## src/rtl/dmem_ctrl_if.sv

```systemverilog
// Request/response bus between the LSU (master) and dmem_ctrl (slave).
interface dmem_ctrl_if #(
    parameter int DATA_W = 32,
    parameter int ADDR_W = 32
);
    logic                  req_valid;
    logic                  req_ready;
    logic                  req_we;
    logic [ADDR_W-1:0]     req_addr;
    logic [DATA_W-1:0]     req_wdata;
    logic [DATA_W/8-1:0]   req_be;
    logic                  rsp_valid;
    logic [DATA_W-1:0]     rsp_rdata;
    logic                  rsp_err;

    modport master (
        output req_valid, req_we, req_addr, req_wdata, req_be,
        input  req_ready, rsp_valid, rsp_rdata, rsp_err
    );

    modport slave (
        input  req_valid, req_we, req_addr, req_wdata, req_be,
        output req_ready, rsp_valid, rsp_rdata, rsp_err
    );
endinterface

```

## src/rtl/dmem_ctrl.sv

```systemverilog
// Single-port data memory with self-initialisation, byte-enable writes and a probe port.
// Define DMEM_RDREG_EN to add a second response register (2-cycle latency).
module dmem_ctrl #(
    parameter int DATA_W = 32,
    parameter int DEPTH  = 64,
    parameter int ADDR_W = 32
) (
    input  logic                     clk,
    input  logic                     rst,
    dmem_ctrl_if.slave               bus,
    output logic                     init_busy,
    input  logic [$clog2(DEPTH)-1:0] probe_addr,
    output logic [DATA_W-1:0]        probe_data
);
    localparam int BE_W  = DATA_W / 8;
    localparam int OFF_W = $clog2(BE_W);
    localparam int IDX_W = $clog2(DEPTH);

    typedef enum logic {INIT, RUN} state_t;

    state_t             state, state_nxt;
    logic [IDX_W-1:0]   cnt, cnt_nxt;
    logic               init_we;

    logic [DATA_W-1:0]  ram [DEPTH];

    logic               accept;
    logic               misaligned;
    logic               out_of_range;
    logic               addr_err;
    logic               wr_en;
    logic [IDX_W-1:0]   idx;
    logic [DATA_W-1:0]  cur_word;
    logic [DATA_W-1:0]  wr_word;

    logic               s1_valid;
    logic               s1_err;
    logic [DATA_W-1:0]  s1_rdata;

    always_ff @(posedge clk or negedge rst) begin
        if (!rst) begin
            state <= INIT;
            cnt   <= '0;
        end else begin
            state <= state_nxt;
            cnt   <= cnt_nxt;
        end
    end

    always_comb begin
        state_nxt     = state;
        cnt_nxt       = cnt;
        init_we       = 1'b0;
        init_busy     = 1'b0;
        bus.req_ready = 1'b0;
        case (state)
            INIT: begin
                init_busy = 1'b1;
                init_we   = 1'b1;
                cnt_nxt   = cnt + 1'b1;
                if (cnt == IDX_W'(DEPTH - 1))
                    state_nxt = RUN;
            end
            RUN: begin
                bus.req_ready = 1'b1;
            end
            default: state_nxt = INIT;
        endcase
    end

    assign accept       = bus.req_valid && bus.req_ready;
    assign idx          = bus.req_addr[OFF_W +: IDX_W];
    assign misaligned   = |bus.req_addr[OFF_W-1:0];
    assign out_of_range = |(bus.req_addr >> (OFF_W + IDX_W));
    assign addr_err     = misaligned || out_of_range;
    assign wr_en        = accept && bus.req_we && !addr_err;
    assign cur_word     = ram[idx];

    // Merge enabled bytes into the current word so the RAM sees one full-word write.
    always_comb begin
        wr_word = cur_word;
        for (int unsigned k = 0; k < BE_W; k++) begin
            if (bus.req_be[k])
                wr_word[8*k +: 8] = bus.req_wdata[8*k +: 8];
        end
    end

    always_ff @(posedge clk) begin
        if (init_we)
            ram[cnt] <= DATA_W'(cnt);
        else if (wr_en)
            ram[idx] <= wr_word;
    end

    assign probe_data = ram[probe_addr];

    // Read data is captured at the acceptance edge, so a preceding write is already visible.
    always_ff @(posedge clk or negedge rst) begin
        if (!rst) begin
            s1_valid <= 1'b0;
            s1_err   <= 1'b0;
            s1_rdata <= '0;
        end else begin
            s1_valid <= accept;
            s1_err   <= accept && addr_err;
            s1_rdata <= (accept && !bus.req_we && !addr_err) ? cur_word : '0;
        end
    end

`ifdef DMEM_RDREG_EN
    logic               s2_valid;
    logic               s2_err;
    logic [DATA_W-1:0]  s2_rdata;

    always_ff @(posedge clk or negedge rst) begin
        if (!rst) begin
            s2_valid <= 1'b0;
            s2_err   <= 1'b0;
            s2_rdata <= '0;
        end else begin
            s2_valid <= s1_valid;
            s2_err   <= s1_err;
            s2_rdata <= s1_rdata;
        end
    end

    assign bus.rsp_valid = s2_valid;
    assign bus.rsp_err   = s2_err;
    assign bus.rsp_rdata = s2_rdata;
`else
    assign bus.rsp_valid = s1_valid;
    assign bus.rsp_err   = s1_err;
    assign bus.rsp_rdata = s1_rdata;
`endif
endmodule

```

## src/flat_wrapper.sv

```systemverilog
// flat-port wrapper written by rule: the top's interface ports become plain ports
module dmem_ctrl_flat 
#(
    parameter int DATA_W = 32,
    parameter int DEPTH  = 64,
    parameter int ADDR_W = 32
)
  (clk, rst, init_busy, probe_addr, probe_data, bus_req_valid, bus_req_we, bus_req_addr, bus_req_wdata, bus_req_be, bus_req_ready, bus_rsp_valid, bus_rsp_rdata, bus_rsp_err);
  dmem_ctrl_if #(.DATA_W(DATA_W), .ADDR_W(ADDR_W)) bus_i ();
  input  logic clk;
  input  logic rst;
  output logic init_busy;
  input  logic [$clog2(DEPTH)-1:0] probe_addr;
  output logic [DATA_W-1:0] probe_data;
  input wire logic [$bits(bus_i.req_valid)-1:0] bus_req_valid;
  input wire logic [$bits(bus_i.req_we)-1:0] bus_req_we;
  input wire logic [$bits(bus_i.req_addr)-1:0] bus_req_addr;
  input wire logic [$bits(bus_i.req_wdata)-1:0] bus_req_wdata;
  input wire logic [$bits(bus_i.req_be)-1:0] bus_req_be;
  output wire logic [$bits(bus_i.req_ready)-1:0] bus_req_ready;
  output wire logic [$bits(bus_i.rsp_valid)-1:0] bus_rsp_valid;
  output wire logic [$bits(bus_i.rsp_rdata)-1:0] bus_rsp_rdata;
  output wire logic [$bits(bus_i.rsp_err)-1:0] bus_rsp_err;
  assign bus_i.req_valid = bus_req_valid;
  assign bus_i.req_we = bus_req_we;
  assign bus_i.req_addr = bus_req_addr;
  assign bus_i.req_wdata = bus_req_wdata;
  assign bus_i.req_be = bus_req_be;
  assign bus_req_ready = bus_i.req_ready;
  assign bus_rsp_valid = bus_i.rsp_valid;
  assign bus_rsp_rdata = bus_i.rsp_rdata;
  assign bus_rsp_err = bus_i.rsp_err;
  dmem_ctrl #(.DATA_W(DATA_W), .DEPTH(DEPTH), .ADDR_W(ADDR_W)) u_core (.clk(clk), .rst(rst), .bus(bus_i), .init_busy(init_busy), .probe_addr(probe_addr), .probe_data(probe_data));
endmodule
```

## config.mk

```make
export PLATFORM = sky130hd
export DESIGN_NAME = dmem_ctrl_flat
export DESIGN_NICKNAME = d
export VERILOG_FILES = /design/src/rtl/dmem_ctrl_if.sv /design/src/rtl/dmem_ctrl.sv /design/src/flat_wrapper.sv
export SDC_FILE = /design/constraint.sdc
export NUM_CORES = 2
export LEC_CHECK = 0
export ABC_CLOCK_PERIOD_IN_PS = 11550
export BUFFER_PORTS_ARGS = -buffer_cell sky130_fd_sc_hd__buf_2
export CORE_MARGIN = 2
export CORE_UTILIZATION = 50
export DETAILED_ROUTE_END_ITERATION = 6
export PLACE_DENSITY = 0.73
export SLEW_MARGIN = 30
export SYNTH_ARGS = -nofsm -noshare
export SYNTH_HDL_FRONTEND = slang
export SYNTH_SLANG_ARGS = --single-unit
```

## constraint.sdc

```tcl
create_clock -name clk -period 11.55 [get_ports clk]
set_clock_uncertainty 0.15 [all_clocks]
set_input_delay 1.155 -clock clk [delete_from_list [all_inputs] [get_ports clk]]
set_output_delay 1.155 -clock clk [all_outputs]
set_load 0.01 [all_outputs]
```

==> impl_summary.txt <==
----------------------------------------------------
[Cells and area]
  Total number of nets in the final design ... 4,719
  Commonest non-fill, non-tap cell in the layout ... sky130_fd_sc_hd__edfxtp_1
  Share of cells above drive strength 1 ... between 30% and 40%
  Combined area of the multi-input logic cells ... around 32,000 µm²
  Filler Cells Inserted ... ~13,000
  Area growth from synthesis to final layout ... 13.0%
  Sequential cell area ... 62,500 µm²
  Number of standard cells in the layout, taps in and fillers out ... 7,332
  Most used cells in the layout excluding fill and tap cells ... sky130_fd_sc_hd__edfxtp_1 (2,048), sky130_fd_sc_hd__mux4_2 (1,148), sky130_fd_sc_hd__a22oi_1 (234)

[GRT]
  Antenna violations before repair ... 6
  Met3 GRT Util ... under 10%
  GRT overflow ... 0
  Via count of the first global-routing pass ... approximately 54,000
  Met1 Usage GRT ... between 40% and 50%
  First-pass GRT wire length ... approximately 420 mm
  Pin count of the biggest net entering global routing ... 106
  Highest-utilization routing layer at the global route stage ... met2
  Met2 layer usage reported by global route ... roughly half
  Combined global-route utilization of all metal layers ... between 30% and 40%

[Floorplan]
  Core Footprint ... about 190,000 µm²
  Initial Util ... about 50%
  Top-level port count ... about 150
  Y dimension of the die ... between 400 and 500 µm
  Standard-cell rows ... 160
  Die width ... approximately 440 µm
  DIE AREA ... between 150,000 and 200,000 µm²

[Place]
  Instance count after placement with tap cells included ... approximately 6,900
  Input/output buffers ... between 100 and 150
  Routability-driven placement congestion ratio ... approximately 0.9
  HPWL reported at the end of detailed placement ... around 180 mm

[STA]
  Total count of max-transition violations in the final report ... 0
  Total negative slack for setup checks ... 0 ns
  RSZ-0062 raised after global routing ... false
  Remaining max-slew budget at the tightest pin ... between 20% and 30%
  Finish-stage setup viols ... 0
  Final hold violations ... 0
  Worst hold slack across all endpoints ... 0.222 ns
  Highest Clock Rate ... 153 MHz
  Measured slew at the worst slew-check pin ... approximately 1.1 ns
  Min cycle time layout ... ~6.5 ns
  Period utilization ... roughly 57%

[Power]
  Net Switching ... 3430 µW
  Power density over cell area ... 146 nW/µm²
  LEAKAGE ... 0.0282 µW
  Switching power share of the total ... between 20 and 25%
  Clock share of power ... 43.3%
  Pint ... 12,400 µW
  Combinational Power Share ... under 10%
  Flop pwr share ... about half
  Maximum resistive drop on vdd ... around 0.12 mV

[Synthesis]
  Main synth FF type ... sky130_fd_sc_hd__edfxtp_1
  Basic-gate share of the synthesized area counting and, or, nand and nor cells ... 1.44%
  Portion of the post-synthesis area used by sequential elements ... between 60 and 70%
  Post-synthesis mux area share ... 27.8%
  Compound-cell area share of the yosys netlist ... around 3.4%
  EDFF count, synth ... 2,048
  Number of distinct standard cells referenced by the synthesized netlist ... between 40 and 50
  Number of nets in the synthesized netlist ... 4,550
  Syn. warnings ... 0
  Number of synthesized register bits ... ~2,100
  Post-synthesis share of cell area spent on xor and xnor gates ... less than 1%
  Avg Inst Size Synth ... between 20 and 25 µm²
  Cell count after synthesis ... ~4,500
  Share of synthesized flip-flops with an asynchronous set or reset ... under 10%
  Combinational family with the most area after synthesis ... multiplexers
  Cell area after technology mapping ... around 96,000 µm²
  Adder and majority cell fraction of the synthesized area ... less than 1%

[Clocking]
  H-tree Lvls ... 4
  # Post-CTS Setup Buffers ... 0
  Clock buffer count from CTS ... 201
  Clock slew at the register clock pins of the worst setup and hold paths ... 0.06 ns
  Insertion delay of the later-clocked pin in the worst-skew pair ... around 0.9 ns
  Number of instances resized during post-cts repair ... 0
  Number of hold buffers added after cts ... 0
  TritonCTS clock tree ... done
  Clock Path Buffers ... 3
  Root buf cell ... sky130_fd_sc_hd__clkbuf_16
  Count of clock tree sinks ... between 2,000 and 2,500

[Setup path]
  Critical Path Source ... probe_addr[0]
  R2R Path End ... u_core.ram[32][8]$_DFFE_PP_
  Required arrival time at the worst endpoint ... between 10 and 15 ns
  Register-to-Register Setup Slack ... between 6 and 7 ns
  Critical path fanouts, max ... 62
  Critical path arrival ... ~5.2 ns
  Depth of the worst register-to-register path ... 6
  Source of the worst register-to-register timing path ... u_core.state$_DFF_PN0_
  End of the critical path ... probe_data[6]
  Crit start category ... input pin
  CP Class ... in2out
  Endpoint class of the critical path ... output port

[Routing]
  Pre-Repair DR Iteration Count ... 7
  DRT antenna net count ... 0
  Starting DRT DRC Count ... between 8,000 and 9,000
  Average via count per standard cell ... between 7 and 8
  DRT Wirelength ... 304 mm
  Per-cell routed wire length ... 41.4 µm
  DRC violations left ... 0
  Total number of vias ... 55,000

[Outcome]
  Result of the run ... finished clean

[Min path]
  Worst min path class ... in2async

[Job]
  Max-Cap Viols ... 0

----------------------------------------------------
flip-flops by register name, indices dropped and copies added (netlist names):
| signal | cells |
|---|---|
| u_core.ram | 2048 |
| u_core.bus.rsp_rdata | 32 |
| u_core.cnt | 6 |
| u_core.bus.rsp_err | 1 |
| u_core.bus.rsp_valid | 1 |
| u_core.state | 1 |
power by group through the flow:
stage	Combinational, µW	Sequential, µW	Clock [µW]
after floorplan	503	8350	0
after global placement	753	8350	0
after detailed placement	756	8350	0
after CTS	758	8190	6870
after global routing	791	8190	7170
final	764	8190	6850
worst min path at each step:
stage / to / slack [ns] / cells after the start
floorplan: u_core.cnt[4]$_DFFE_PN0N_ / 0.35 / 1
global placement: u_core.cnt[4]$_DFFE_PN0N_ / 0.43 / 1
detailed placement: u_core.cnt[4]$_DFFE_PN0N_ / 0.43 / 1
CTS: u_core.bus.rsp_rdata[2]$_DFF_PN0_ / 0.19 / 1
global route: u_core.bus.rsp_rdata[3]$_DFF_PN0_ / 0.25 / 1
finish: u_core.bus.rsp_rdata[2]$_DFF_PN0_ / 0.22 / 1
cell usage after synthesis (2+ instances only):
cell	count	area, µm²
sky130_fd_sc_hd__nor3_1	4	20.0
sky130_fd_sc_hd__xnor2_1	4	35.0
sky130_fd_sc_hd__dfrtp_1	41	1030
sky130_fd_sc_hd__o21a_1	25	188
sky130_fd_sc_hd__a211oi_1	49	368
sky130_fd_sc_hd__nor2b_1	27	169
sky130_fd_sc_hd__a22oi_1	234	1760
sky130_fd_sc_hd__buf_1	56	210
sky130_fd_sc_hd__edfxtp_1	2048	61500
sky130_fd_sc_hd__a21oi_1	138	691
sky130_fd_sc_hd__a221o_1	3	30.0
sky130_fd_sc_hd__buf_6	12	135
sky130_fd_sc_hd__a31oi_1	3	18.8
sky130_fd_sc_hd__a22o_1	2	17.5
sky130_fd_sc_hd__nand4_1	2	12.5
sky130_fd_sc_hd__mux4_2	1148	25900
sky130_fd_sc_hd__a2111oi_0	2	17.5
sky130_fd_sc_hd__o22a_1	2	17.5
sky130_fd_sc_hd__inv_1	9	33.8
sky130_fd_sc_hd__nand2b_1	16	100
sky130_fd_sc_hd__nor2_1	135	507
sky130_fd_sc_hd__o22ai_2	2	25.0
sky130_fd_sc_hd__nand3_1	11	55.1
sky130_fd_sc_hd__o221ai_1	5	43.8
sky130_fd_sc_hd__nor4_1	36	225
sky130_fd_sc_hd__mux2i_1	60	601
sky130_fd_sc_hd__nand2_1	65	244
sky130_fd_sc_hd__a211o_1	4	35.0
sky130_fd_sc_hd__buf_4	31	233
sky130_fd_sc_hd__mux2_2	8	90.1
sky130_fd_sc_hd__buf_12	2	40.0
sky130_fd_sc_hd__and2_1	3	18.8
sky130_fd_sc_hd__buf_2	100	500
sky130_fd_sc_hd__o21ai_0	8	40.0
sky130_fd_sc_hd__clkbuf_1	166	623
critical path, stage by stage:
cell and delay, ns:
sky130_fd_sc_hd__buf_8 0.53, sky130_fd_sc_hd__buf_4 0.80, sky130_fd_sc_hd__buf_4 0.82, sky130_fd_sc_hd__mux4_2 0.61
sky130_fd_sc_hd__mux4_2 0.49, sky130_fd_sc_hd__mux2i_1 0.17, sky130_fd_sc_hd__a21oi_1 0.19, sky130_fd_sc_hd__buf_2 0.23
metrics by stage:
| step | setup slack, ns | cell area [µm²] | util, % | total power [µW] |
|---|---|---|---|---|
| final | 5.01 | 108000 | 56.8 | 15800 |
| after CTS | 4.94 | 108000 | 56.8 | 15800 |
| after global routing | 4.69 | 108000 | 56.8 | 16100 |
| after detailed placement | 4.95 | 101000 | 53.2 | 9110 |
| after global placement | 4.94 | 99800 | 52.5 | 9110 |
| after floorplan | 5.46 | 95600 | - | 8860 |
cells by family after synthesis:
| group | Yosys count |
|---|---|
| buffers and inverters | 377 |
| flip-flops | 2089 |
| AO/OA/AOI/OAI | 480 |
| XOR/XNOR | 5 |
| multiplexers | 1216 |
| AND/OR/NAND/NOR | 303 |
| adder cells (fa/ha/maj) | 1 |
final cells by class:
type                            count  share of cell area, %
Sequential cell                  2089                   57.9
Multi-Input combinational cell   2005                   29.7
Clock buffer                      261                   5.06
Timing Repair Buffer              334                   3.05
Tap cell                         2511                   2.91
Clock inverter                    114                   1.29
Inverter                            9                 0.0313
Antenna cell                        9                 0.0209
per-layer routing:
layer  share of wire [%]  vias up
li1                    -    20200
met1                  33    29000
met2                  47     4787
met3                  13     1011
met4                 7.8        6
met5               0.015        -
No activity file was read; power rests on OpenSTA's default activity.
